[src/rtl/uart_pkg.sv]
// uart_pkg: shared UART state encoding, parity modes and frame-config helpers
package uart_pkg;

   typedef enum logic [2:0] {
      IDLE   = 3'd0,
      START  = 3'd1,
      DATA   = 3'd2,
      PARITY = 3'd3,
      STOP   = 3'd4
   } state_t;

   localparam logic [1:0] PAR_NONE = 2'b00;
   localparam logic [1:0] PAR_EVEN = 2'b01;
   localparam logic [1:0] PAR_ODD  = 2'b10;

   function automatic logic [3:0] decode_len(input logic [1:0] cfg_len, input int dbits);
      int l;
      l = 5 + int'(cfg_len);
      return (l > dbits) ? 4'(dbits) : 4'(l);
   endfunction

   function automatic logic masked_parity(input logic [7:0] data, input logic [3:0] len);
      logic p;
      p = 1'b0;
      for (int i = 0; i < 8; i++)
         if (i < int'(len)) p ^= data[i];
      return p;
   endfunction

endpackage

[src/rtl/uart_tx_cfg.sv]
// uart_tx_cfg: runtime-configurable UART transmitter (5-8 data bits, none/even/odd parity, 1/2 stop bits)
module uart_tx_cfg
   import uart_pkg::*;
#(
   parameter int DBITS   = 8,
   parameter int SB_TICK = 16
) (
   input  logic             clk_100MHz,
   input  logic             reset_n,
   input  logic             tx_start,
   input  logic             sample_tick,
   input  logic [DBITS-1:0] data_in,
   input  logic [1:0]       cfg_len,
   input  logic [1:0]       cfg_parity,
   input  logic             cfg_stop2,
   output logic             tx_done,
   output logic             busy,
   output logic             tx
);

   localparam int TW = $clog2(SB_TICK);
   localparam int BW = $clog2(DBITS);

   state_t           state, state_n;
   logic [TW-1:0]    tick, tick_n;
   logic [BW-1:0]    bit_cnt, bit_n;
   logic [DBITS-1:0] shift, shift_n;
   logic [3:0]       len_q;
   logic             par_en, par_val, stop2, stop_sec, stop_sec_n;
   logic             tx_q, tx_n, tick_end, last_bit;

   assign tick_end = sample_tick && (tick == TW'(SB_TICK - 1));
   assign last_bit = bit_cnt == BW'(len_q - 4'd1);
   assign busy     = state != IDLE;
   assign tx       = tx_q;

   always_comb begin
      state_n    = state;
      tick_n     = tick;
      bit_n      = bit_cnt;
      shift_n    = shift;
      stop_sec_n = stop_sec;
      tx_done    = 1'b0;
      if (state != IDLE && sample_tick) tick_n = tick_end ? '0 : tick + TW'(1);
      case (state)
         IDLE:   state_n = tx_start ? START : IDLE;
         START:  state_n = tick_end ? DATA : START;
         DATA: if (tick_end) begin
            shift_n = shift >> 1;
            bit_n   = last_bit ? '0 : bit_cnt + BW'(1);
            state_n = last_bit ? (par_en ? PARITY : STOP) : DATA;
         end
         PARITY: state_n = tick_end ? STOP : PARITY;
         STOP: if (tick_end) begin
            tx_done    = !stop2 || stop_sec;
            stop_sec_n = !tx_done;
            state_n    = tx_done ? IDLE : STOP;
         end
         default: state_n = IDLE;
      endcase
      // tx is registered, so it is derived from the state being entered
      tx_n = (state_n == START)  ? 1'b0 :
             (state_n == DATA)   ? shift_n[0] :
             (state_n == PARITY) ? par_val : 1'b1;
   end

   always_ff @(posedge clk_100MHz or negedge reset_n) begin
      if (!reset_n) begin
         state    <= IDLE;
         tick     <= '0;
         bit_cnt  <= '0;
         shift    <= '0;
         len_q    <= '0;
         par_en   <= 1'b0;
         par_val  <= 1'b0;
         stop2    <= 1'b0;
         stop_sec <= 1'b0;
         tx_q     <= 1'b1;
      end else begin
         state    <= state_n;
         tick     <= tick_n;
         bit_cnt  <= bit_n;
         stop_sec <= stop_sec_n;
         tx_q     <= tx_n;
         if (state == IDLE && tx_start) begin
            shift   <= data_in;
            len_q   <= decode_len(cfg_len, DBITS);
            par_en  <= cfg_parity inside {PAR_EVEN, PAR_ODD};
            par_val <= (cfg_parity == PAR_ODD) ^ masked_parity(8'(data_in), decode_len(cfg_len, DBITS));
            stop2   <= cfg_stop2;
         end else begin
            shift <= shift_n;
         end
      end
   end

endmodule
[config.mk]
export PLATFORM = sky130hd
export DESIGN_NAME = uart_tx_cfg
export DESIGN_NICKNAME = d
export VERILOG_FILES = /design/src/rtl/uart_pkg.sv /design/src/rtl/uart_tx_cfg.sv
export SDC_FILE = /design/constraint.sdc
export NUM_CORES = 1
export LEC_CHECK = 0
export BUFFER_PORTS_ARGS = -buffer_cell sky130_fd_sc_hd__buf_2
export CAP_MARGIN = 20
export CORE_AREA = 2 2 71 66
export DETAILED_ROUTE_END_ITERATION = 7
export DIE_AREA = 0 0 73 68
export SYNTH_ARGS = -nofsm -noshare
export SYNTH_HDL_FRONTEND = slang
export SYNTH_SLANG_ARGS = --single-unit
[constraint.sdc]
create_clock -name clk_100MHz -period 2.86 [get_ports clk_100MHz]
set_clock_uncertainty 0.2 [all_clocks]
set_input_delay 0.143 -clock clk_100MHz [delete_from_list [all_inputs] [get_ports clk_100MHz]]
set_output_delay 0.143 -clock clk_100MHz [all_outputs]
set_load 0.01 [all_outputs]
# After elaboration in Yosys (flattened, before gate mapping)
# Index checks and enable logic that the tools add are counted.
dict set report word_totals {
  reg_bits 26
  output_inout_bits 3
  word_cells 93
}
dict set report classes {
  n_addsub 4
  n_lt_le_gt_ge 9
  n_eq_ne 11
  mux 36
  bitwise 8
  reduce_logical 14
}
# op n
set op_table {}
lappend op_table {{$mux W8} 3}
lappend op_table {{$mux W1} 22}
lappend op_table {{$mux W3} 7}
lappend op_table {{$lt A3 B4 Y1 const A} 4}
lappend op_table {{$pmux W3 S5} 1}
lappend op_table {{$eq A3 B2 Y1 const B} 4}
lappend op_table {{$lt A1 B4 Y1 const A} 2}
lappend op_table {{$lt A2 B4 Y1 const A} 2}
lappend op_table {{$mux W4} 2}
lappend op_table {{$xor A1 B1 Y1} 8}
lappend op_table {{$eq A3 B1 Y1 const B} 2}
lappend op_table {{$reduce_and A2 Y1} 3}
lappend op_table {{$reduce_bool A2 Y1} 3}
lappend op_table {{$add A3 B2 Y4 const A} 1}
lappend op_table {{$add A4 B1 Y4 const B} 1}
lappend op_table {{$eq A4 B4 Y1 const B} 1}
lappend op_table {{$gt A4 B4 Y1 const B} 1}
lappend op_table {{$add A3 B1 Y3 const B} 1}
lappend op_table {{$eq A3 B3 Y1} 1}
lappend op_table {{$eq A3 B3 Y1 const B} 1}
lappend op_table {{$logic_and A1 B1 Y1} 3}
lappend op_table {{$logic_not A3 Y1} 1}
lappend op_table {{$reduce_bool A3 Y1} 1}
lappend op_table {{$sub A3 B1 Y3 const B} 1}
lappend op_table {{other kinds (5)} 6}

# Longest topological paths before layout
# Gate-level depths: netlist of the first run.
dict set report depth {
  ltp_word 28
  ltp_mapped 7
  depth_no_buf 7
}

# Worst setup path after synthesis of the first run
# Ideal clock, no wire load.
dict set report synth_path {
  path_kind {register to register}
  startpoint {reg len_q[0]}
  endpoint {reg state[2]}
  t_arrival_ns 1.810
  required_time_ns 2.577
  setup_slack_ns 0.767
  stages_incl_launch_ff 8
  path_cell_list {dfrtp_1 > inv_1 > ha_1 > xor3_1 > nor3_4 > a21oi_1 > or4b_1 > o21ai_0}
}
dict set report synth_between {
  elab_chain_cells 5
}
# element line
set synth_rtl {}
lappend synth_rtl {{start, declared} uart_tx_cfg.sv:28} ;# logic [3:0] len_q;
lappend synth_rtl {{start signal, assigned} uart_tx_cfg.sv:87} ;# len_q <= decode_len(cfg_len, DBITS);
lappend synth_rtl {{$sub A3 B1 Y3} uart_tx_cfg.sv:33} ;# assign last_bit = bit_cnt == BW'(len_q - 4'd1);
lappend synth_rtl {{$eq A3 B3 Y1} uart_tx_cfg.sv:33}
lappend synth_rtl {{$mux W3} uart_tx_cfg.sv:51} ;# state_n = last_bit ? (par_en ? PARITY : STOP) : DATA;
lappend synth_rtl {{$mux W3} uart_tx_cfg.sv:48} ;# DATA: if (tick_end) begin
lappend synth_rtl {{$pmux W3 S5} uart_tx_cfg.sv:45} ;# case (state)
lappend synth_rtl {{via state_n[2]} uart_tx_cfg.sv:24} ;# state_t state, state_n;
lappend synth_rtl {{end signal, assigned} uart_tx_cfg.sv:80} ;# state <= state_n;
lappend synth_rtl {{end, declared} uart_tx_cfg.sv:24}
# The timed path passes the listed nets, and every way through them passes these cells.
# A chain may end at the register's enable or synchronous reset.

# Final worst setup path of the first run
# Same ends and word-level chain as after synthesis.

==> results by group, run 1 <==
Status
  – Status: complete, no violations

STA
  – Worst Tran Pin Value: just under 800 ps
  – Post-route clock period utilization: 0.7682
  – F_max: approximately 0.46 GHz
  – Final Critical Period: 2197 ps
  – TNS Setup: 0 ps
  – RSZ-0062 raised after global routing: false
  – Worst Slack Setup Final: 663.0 ps
  – Count of final setup violators: 0
  – Slew Limit Headroom: 0.4848
  – Fin. max-slew vios: 0
  – Final Hold Vio Count: 0
  – Hold Slack: between 60 and 70 ps

CTS
  – Cts repair resizes: 0
  – Root Buffer: clkbuf_8
  – H-tree depth: 1
  – CTS Buf Count: 3
  – CTS tree: done
  – Worst-skew pair later-pin latency: 270 ps
  – Clock transition at path regs: about 90 ps
  – CTS Buffer Depth: 2
  – Clock Sinks: 26

Place
  – GPL Wtd Cong: 0.7699
  – Dpl hpwl: 1986 µm
  – IO Port Bufs: 19
  – DP Worst Slack: 663.5 ps
  – Placed Cells incl. Taps: around 230

Drt
  – DR WL/cell: about 12 µm
  – Vias per cell: between 4 and 5
  – TritonRoute pass-1 iters: 4
  – Initial DRC Count: 32
  – Post-Route WL: approximately 2900 µm
  – Number of remaining DRC errors: 0
  – Via count: roughly 1.2k
  – Routed Antenna Nets: 0

Global routing
  – GRT Total Usage: 0.1334
  – First-pass GRT wire length: 4954 µm
  – Gr ovfl total: 0
  – Number of antenna violations at the first check in global routing: 0
  – Largest net degree at the start of global routing: 27
  – Vias in the first global route: 1051

Yosys
  – Prevailing post-synth register cell: dfrtp_1
  – YS warnings: 0
  – Yosys cell types: 36
  – Mean post-synth cell area: 9.270 µm²
  – Mapped Cells: 159
  – Async S/R FF share, synth: 1.000
  – Mapped cell area: 0.001474 mm²
  – Post-synth EDFFs: 0
  – Total of flip-flops plus latches after synthesis: 26
  – Net count after synthesis: 184
  – Sequential fraction of the synthesis area: 0.4423

Floorplan
  – Core area: 0.004288 mm²
  – Initial Util: 0.3437
  – Num ports: 20
  – Die W: 73 µm
  – Site Rows: 23
  – Die Footprint: 0.004964 mm²
  – Die H: 68 µm

Final layout
  – Share of cells above drive strength 1: 0.1728
  – Final Util: 0.4193
  – P&R area growth vs syn: 21.99%
  – Diodes inserted: 0
  – Final Net Count: 217
  – Final std cells w/o fill: 241

Critical path
  – Slowest cell delay on critical path: 490 ps
  – CP Data Required Time: 2860 ps
  – Worst setup SP type: flip-flop
  – Crit path max fanout: 6
  – Worst setup EP type: flip-flop
  – WP data arrival: 2200 ps
  – Worst path slowest cell: or4b_1
  – CP Cell Sequence: inv_1, ha_1, xor3_1, nor3_4, a21oi_1, or4b_1, o21ai_0
  – Crit Path Category: flip-flop to flip-flop

Hold path
  – Hold Crit Class: input port to flip-flop

Pwr
  – Peak supply drop: 0.3616 mV
  – Static Leak: about 0.85 nW
  – Pwr Density: 733.8 mW/mm²

Flow run
  – Max Cap Viol: 0
-- sequential cells by signal, indices dropped and copies added, names as in the netlist --
signal and cells:
state 3, tick 4, bit_cnt 3, len_q 3
par_val 1, tx 1, stop2 1, stop_sec 1
shift 8, par_en 1
-- report_power, final --
part / internal, W / leakage (nW) / total, W / switching, W
logic: 0.000240 / 0.515 / 0.000463 / 0.000223
registers: 0.000517 / 0.311 / 0.000618 / 0.000101
clock network: 0.000123 / 0.0288 / 0.000239 / 0.000116
-- worst paths after layout --
kind,startpoint,end,slack (ps),cells past startpoint
setup reg to reg,len_q[0]$_DFFE_PN0P_,state[2]$_DFF_PN0_,660,7
min in group asynchronous,reset_n,tick[3]$_DFFE_PN0P_,190,2
hold reg to reg,stop2$_DFFE_PN0P_,stop2$_DFFE_PN0P_,280,2
hold / removal,cfg_parity[0],par_en$_DFFE_PN0P_,60,4
setup / recovery,len_q[0]$_DFFE_PN0P_,state[2]$_DFF_PN0_,660,7
max in group asynchronous,reset_n,shift[0]$_DFF_PN0_,1880,2
-- kinds of logic after synthesis --
group,after synthesis,synth area share
XOR/XNOR,9,0.07300
AO/OA/AOI/OAI,30,0.1138
multiplexers,6,0.04329
AND/OR/NAND/NOR,69,0.2309
adder cells (fa/ha/maj),8,0.06791
buffers and inverters,11,0.02886
flip-flops,26,0.4423
-- area by class of cell --
cell class	count	area (µm²)
fillers	413	2490
multi-input cells	122	779.5
flip-flops and latches	26	651.9
repair buffers	32	222.7
well taps	50	62.56
clock buffers	4	55.05
inverters	7	26.28
-- stage by stage --
step                area (µm²)  total power (W)
floorplan                 1474        0.0009703
global placement          1623         0.001073
detailed placement        1623         0.001079
CTS                       1798         0.001337
global route              1798         0.001432
finish                    1798         0.001319
-- worst max-delay path: cells and delay by family, from the launching register on --
| family | cells | cell delay, ps |
|---|---|---|
| compound gates | 2 | 180 |
| xor+xnor | 1 | 430 |
| fa+ha+maj | 1 | 130 |
| buf+inv | 1 | 70 |
| flops | 1 | 410 |
| simple gates | 2 | 710 |
-- repair_timing --
action,4_1_cts,5_1_grt
endpoints found under the hold margin,36,0
buffers inserted,0,0
hold buffers,12,0
-- placed cells by master (no fill, tap or decap), types with 5 or more instances in the layout --
cell            n
o21ai_0        16
xnor2_1         5
dfrtp_1        25
dlygate4sd3_1  12
ha_1            8
a31oi_1         6
nor2_1         12
buf_2          19
a21oi_1         5
nand2_1        33
inv_1           7
-- synth_stat cells (all sizes together), types with 3 or more instances --
cell / number / area, µm²
clkbuf: 3 / 11.26
nor3: 3 / 26.28
nand2: 33 / 123.9
and2: 3 / 18.77
ha: 8 / 100.1
inv: 7 / 26.28
a31oi: 6 / 37.54
xnor2: 5 / 43.79
mux2: 3 / 33.78
a21oi: 5 / 25.02
dfrtp: 25 / 625.6
mux2i: 3 / 30.03
nand3: 3 / 15.01
nor2: 13 / 51.30
nor2b: 3 / 18.77
o21ai: 16 / 80.08
-- per-layer routing --
layer / wire length, µm / share of wire / vias to the layer above / GRT usage
met5: 0 / 0 / - / 0
met4: 48 / 0.017 / 0 / 0.04861
met3: 85 / 0.030 / 5 / 0.03535
met2: 1278 / 0.45 / 17 / 0.2005
met1: 1445 / 0.51 / 531 / 0.1847
li1: - / - / 604 / -
Power figures use the tool's default switching activity.
==> run 2: changes to the inputs <==
==> constraint.sdc (replaced) <==
create_clock -name clk_100MHz -period 1.8 [get_ports clk_100MHz]
set_clock_uncertainty 0.2 [all_clocks]
set_input_delay 0.09 -clock clk_100MHz [delete_from_list [all_inputs] [get_ports clk_100MHz]]
set_output_delay 0.09 -clock clk_100MHz [all_outputs]
set_load 0.01 [all_outputs]
==> run 2 against run 1 <==
  * The flow now finishes with violations (negative setup slack)
  * Sequential share of layout area fell by 4.9 points
  * Critical path type unchanged
  * Hold slack improved by 56 ps
  * Clock power rose by 40%
  * Non-clock buffer count is 25 higher
  * Highest routed layer is now met3
==> results by group, run 2 (synthesis gave the netlist of run 1 again) <==
Drt
  – Initial DRC Count: 54 (+69%)
  – DR WL/cell: 11.46 µm (-3.3%)
  – Via count: 1255 (+8.5%)
  – Number of remaining DRC errors: 0 (unchanged)
  – Routed Antenna Nets: 0 (unchanged)
  – Post-Route WL: 3048 µm (+6.7%)
  – TritonRoute pass-1 iters: 5 (+1)
  – Vias per cell: 4.718 (-1.7%)

Pwr
  – Static Leak: 0.9800 nW (+15%)
  – Peak supply drop: 0.6681 mV (+85%)
  – Pwr Total: 0.002428 W (+84%)
  – Pwr Density: 1166 mW/mm² (+59%)

STA
  – Hold Slack: 117.6 ps (+55.94 ps)
  – Worst Slack Setup Final: -83.74 ps (-746.8 ps)
  – Post-route clock period utilization: 1.047 (+0.2784)
  – Final Hold Vio Count: 0 (unchanged)
  – Count of final setup violators: 2 (+2)
  – Fin. max-slew vios: 0 (unchanged)
  – Slew Limit Headroom: 0.6250 (+0.1401)
  – RSZ-0062 raised after global routing: true
  – Worst Tran Pin Value: 562.6 ps (-208.3 ps)
  – TNS Setup: -84.04 ps (-84.04 ps)
  – F_max: 0.5309 GHz (+17%)
  – Final Critical Period: 1884 ps (-313.2 ps)

Critical path
  – FF-to-FF setup slack: -80 ps (-750 ps)
  – Worst path slowest cell: or4b_1
  – CP Data Required Time: 1800 ps (-1060 ps)
  – Worst setup EP type: flip-flop
  – Slowest cell delay on critical path: 460 ps (-30 ps)
  – WP data arrival: 1880 ps (-320 ps)
  – Crit-path leading delay family: simple AND/OR/NAND/NOR gates
  – CP bufs+invs: 1 (unchanged)
  – Worst setup SP type: flip-flop
  – CP Cell Sequence: inv_2, ha_4, xnor2_4, nor3_4, a21oi_1, or4b_1, o21ai_1
  – Crit Path Category: flip-flop to flip-flop
  – Crit path max fanout: 2 (-4)

Global routing
  – Vias in the first global route: 1150 (+9.4%)
  – First-pass GRT wire length: 5278 µm (+6.5%)
  – Largest net degree at the start of global routing: 27 (unchanged)
  – Number of antenna violations at the first check in global routing: 0 (unchanged)
  – Gr ovfl total: 0 (unchanged)
  – GRT Total Usage: 0.1363 (+0.002923)

Final layout
  – Most frequent cells in the layout: nand2_1, dfrtp_1, buf_4
  – Diodes inserted: 0 (unchanged)
  – Commonest non-fill, non-tap cell in the layout: nand2_1
  – Share of cells above drive strength 1: 0.3148 (+0.1420)
  – FF+latch area: 651.9 µm² (unchanged)
  – FILL cells: 400 (-3.1%)
  – Most flops, register: shift
  – P&R area growth vs syn: 41.26%
  – Area of the multi-input gates: 879.6 µm² (+13%)
  – Top Registers: shift: 8 flops, tick: 4 flops
  – Final Net Count: 242 (+12%)
  – Max reg flops: 8 (unchanged)

CTS
  – Clock transition at path regs: 90 ps (about the same)
  – Clock Sinks: 26 (unchanged)
  – Worst-skew pair later-pin latency: 270 ps (about the same)
  – CTS Buffer Depth: 2 (unchanged)
  – CTS tree: done
  – Root Buffer: clkbuf_8
  – CTS Buf Count: 3 (unchanged)
  – H-tree depth: 1 (unchanged)

Floorplan
  – Site Rows: 23 (unchanged)
  – Core area: 0.004288 mm² (unchanged)
  – Die Footprint: 0.004964 mm² (unchanged)
  – Num ports: 20 (unchanged)
  – Initial Util: 0.3437 (unchanged)
  – Die H: 68 µm (unchanged)
  – Die W: 73 µm (unchanged)

Status
  – Violated checks: negative setup slack
  – Status: complete, but fails checks

Place
  – Dpl hpwl: 2253 µm (+13%)
  – IO Port Bufs: 19 (unchanged)
  – GPL Wtd Cong: 0.7994 (+3.8%)
  – DP Worst Slack: -152.8 ps (-816.4 ps)

Hold path
  – Hold Crit Class: input port to flip-flop

Flow run
  – Max Cap Viol: 0 (unchanged)
run 2: final cells by class:
type	instances	share of cell area
inverter	7	0.01262
tap	50	0.03005
clock buffer	4	0.02163
sequential	26	0.3131
timing repair buffer	57	0.2001
multi-input combinational	122	0.4225
run 2: repair_timing:
action | 4_1_cts | 5_1_grt
hold buffers | 13 | 0
gates resized for setup | 3 | 9
buffers inserted | 1 | 0
pin swaps | 6 | 1
hold endpoints to repair | 37 | 0
endpoints found under the setup margin | 5 | 18
run 2: final timing paths:
check	depth (start not counted)	to	from
min in group asynchronous	2	shift[5]$_DFFE_PN0P_	reset_n
min	3	tick[0]$_DFFE_PN0P_	sample_tick
max in group asynchronous	2	tx$_DFF_PN1_	reset_n
min reg2reg	2	stop2$_DFFE_PN0P_	stop2$_DFFE_PN0P_
max reg2reg	7	state[2]$_DFF_PN0_	len_q[1]$_DFFE_PN0P_
max	7	state[2]$_DFF_PN0_	len_q[1]$_DFFE_PN0P_
run 2: worst reg2reg max path, stage by stage (launching register included):
cell and delay [ps]:
dfrtp_1 380, inv_2 80, ha_4 220, xnor2_4 130, nor3_4 200, a21oi_1 80
or4b_1 460, o21ai_1 80
run 2: per-layer routing:
metal	vias to the layer above	part of all wire	GRT usage
li1	653	-	-
met1	584	0.51	0.1952
met2	18	0.47	0.2151
met3	0	0.021	0.03093
met4	0	0	0.02083
met5	-	0	0
run 2: power by group:
part | switching [W] | leakage (nW) | internal (W)
clock network | 0.000176 | 0.0228 | 0.000158
logic | 0.000492 | 0.646 | 0.000638
registers | 0.000143 | 0.311 | 0.000821
total | 0.000811 | 0.980 | 0.00162
run 2: per-stage QoR:
stage	std cells	utilization	area (µm²)
floorplan	159	-	1521
global placement	248	0.4298	1843
detailed placement	248	0.4298	1843
CTS	266	0.4751	2037
global route	266	0.4856	2082
finish	266	0.4856	2082
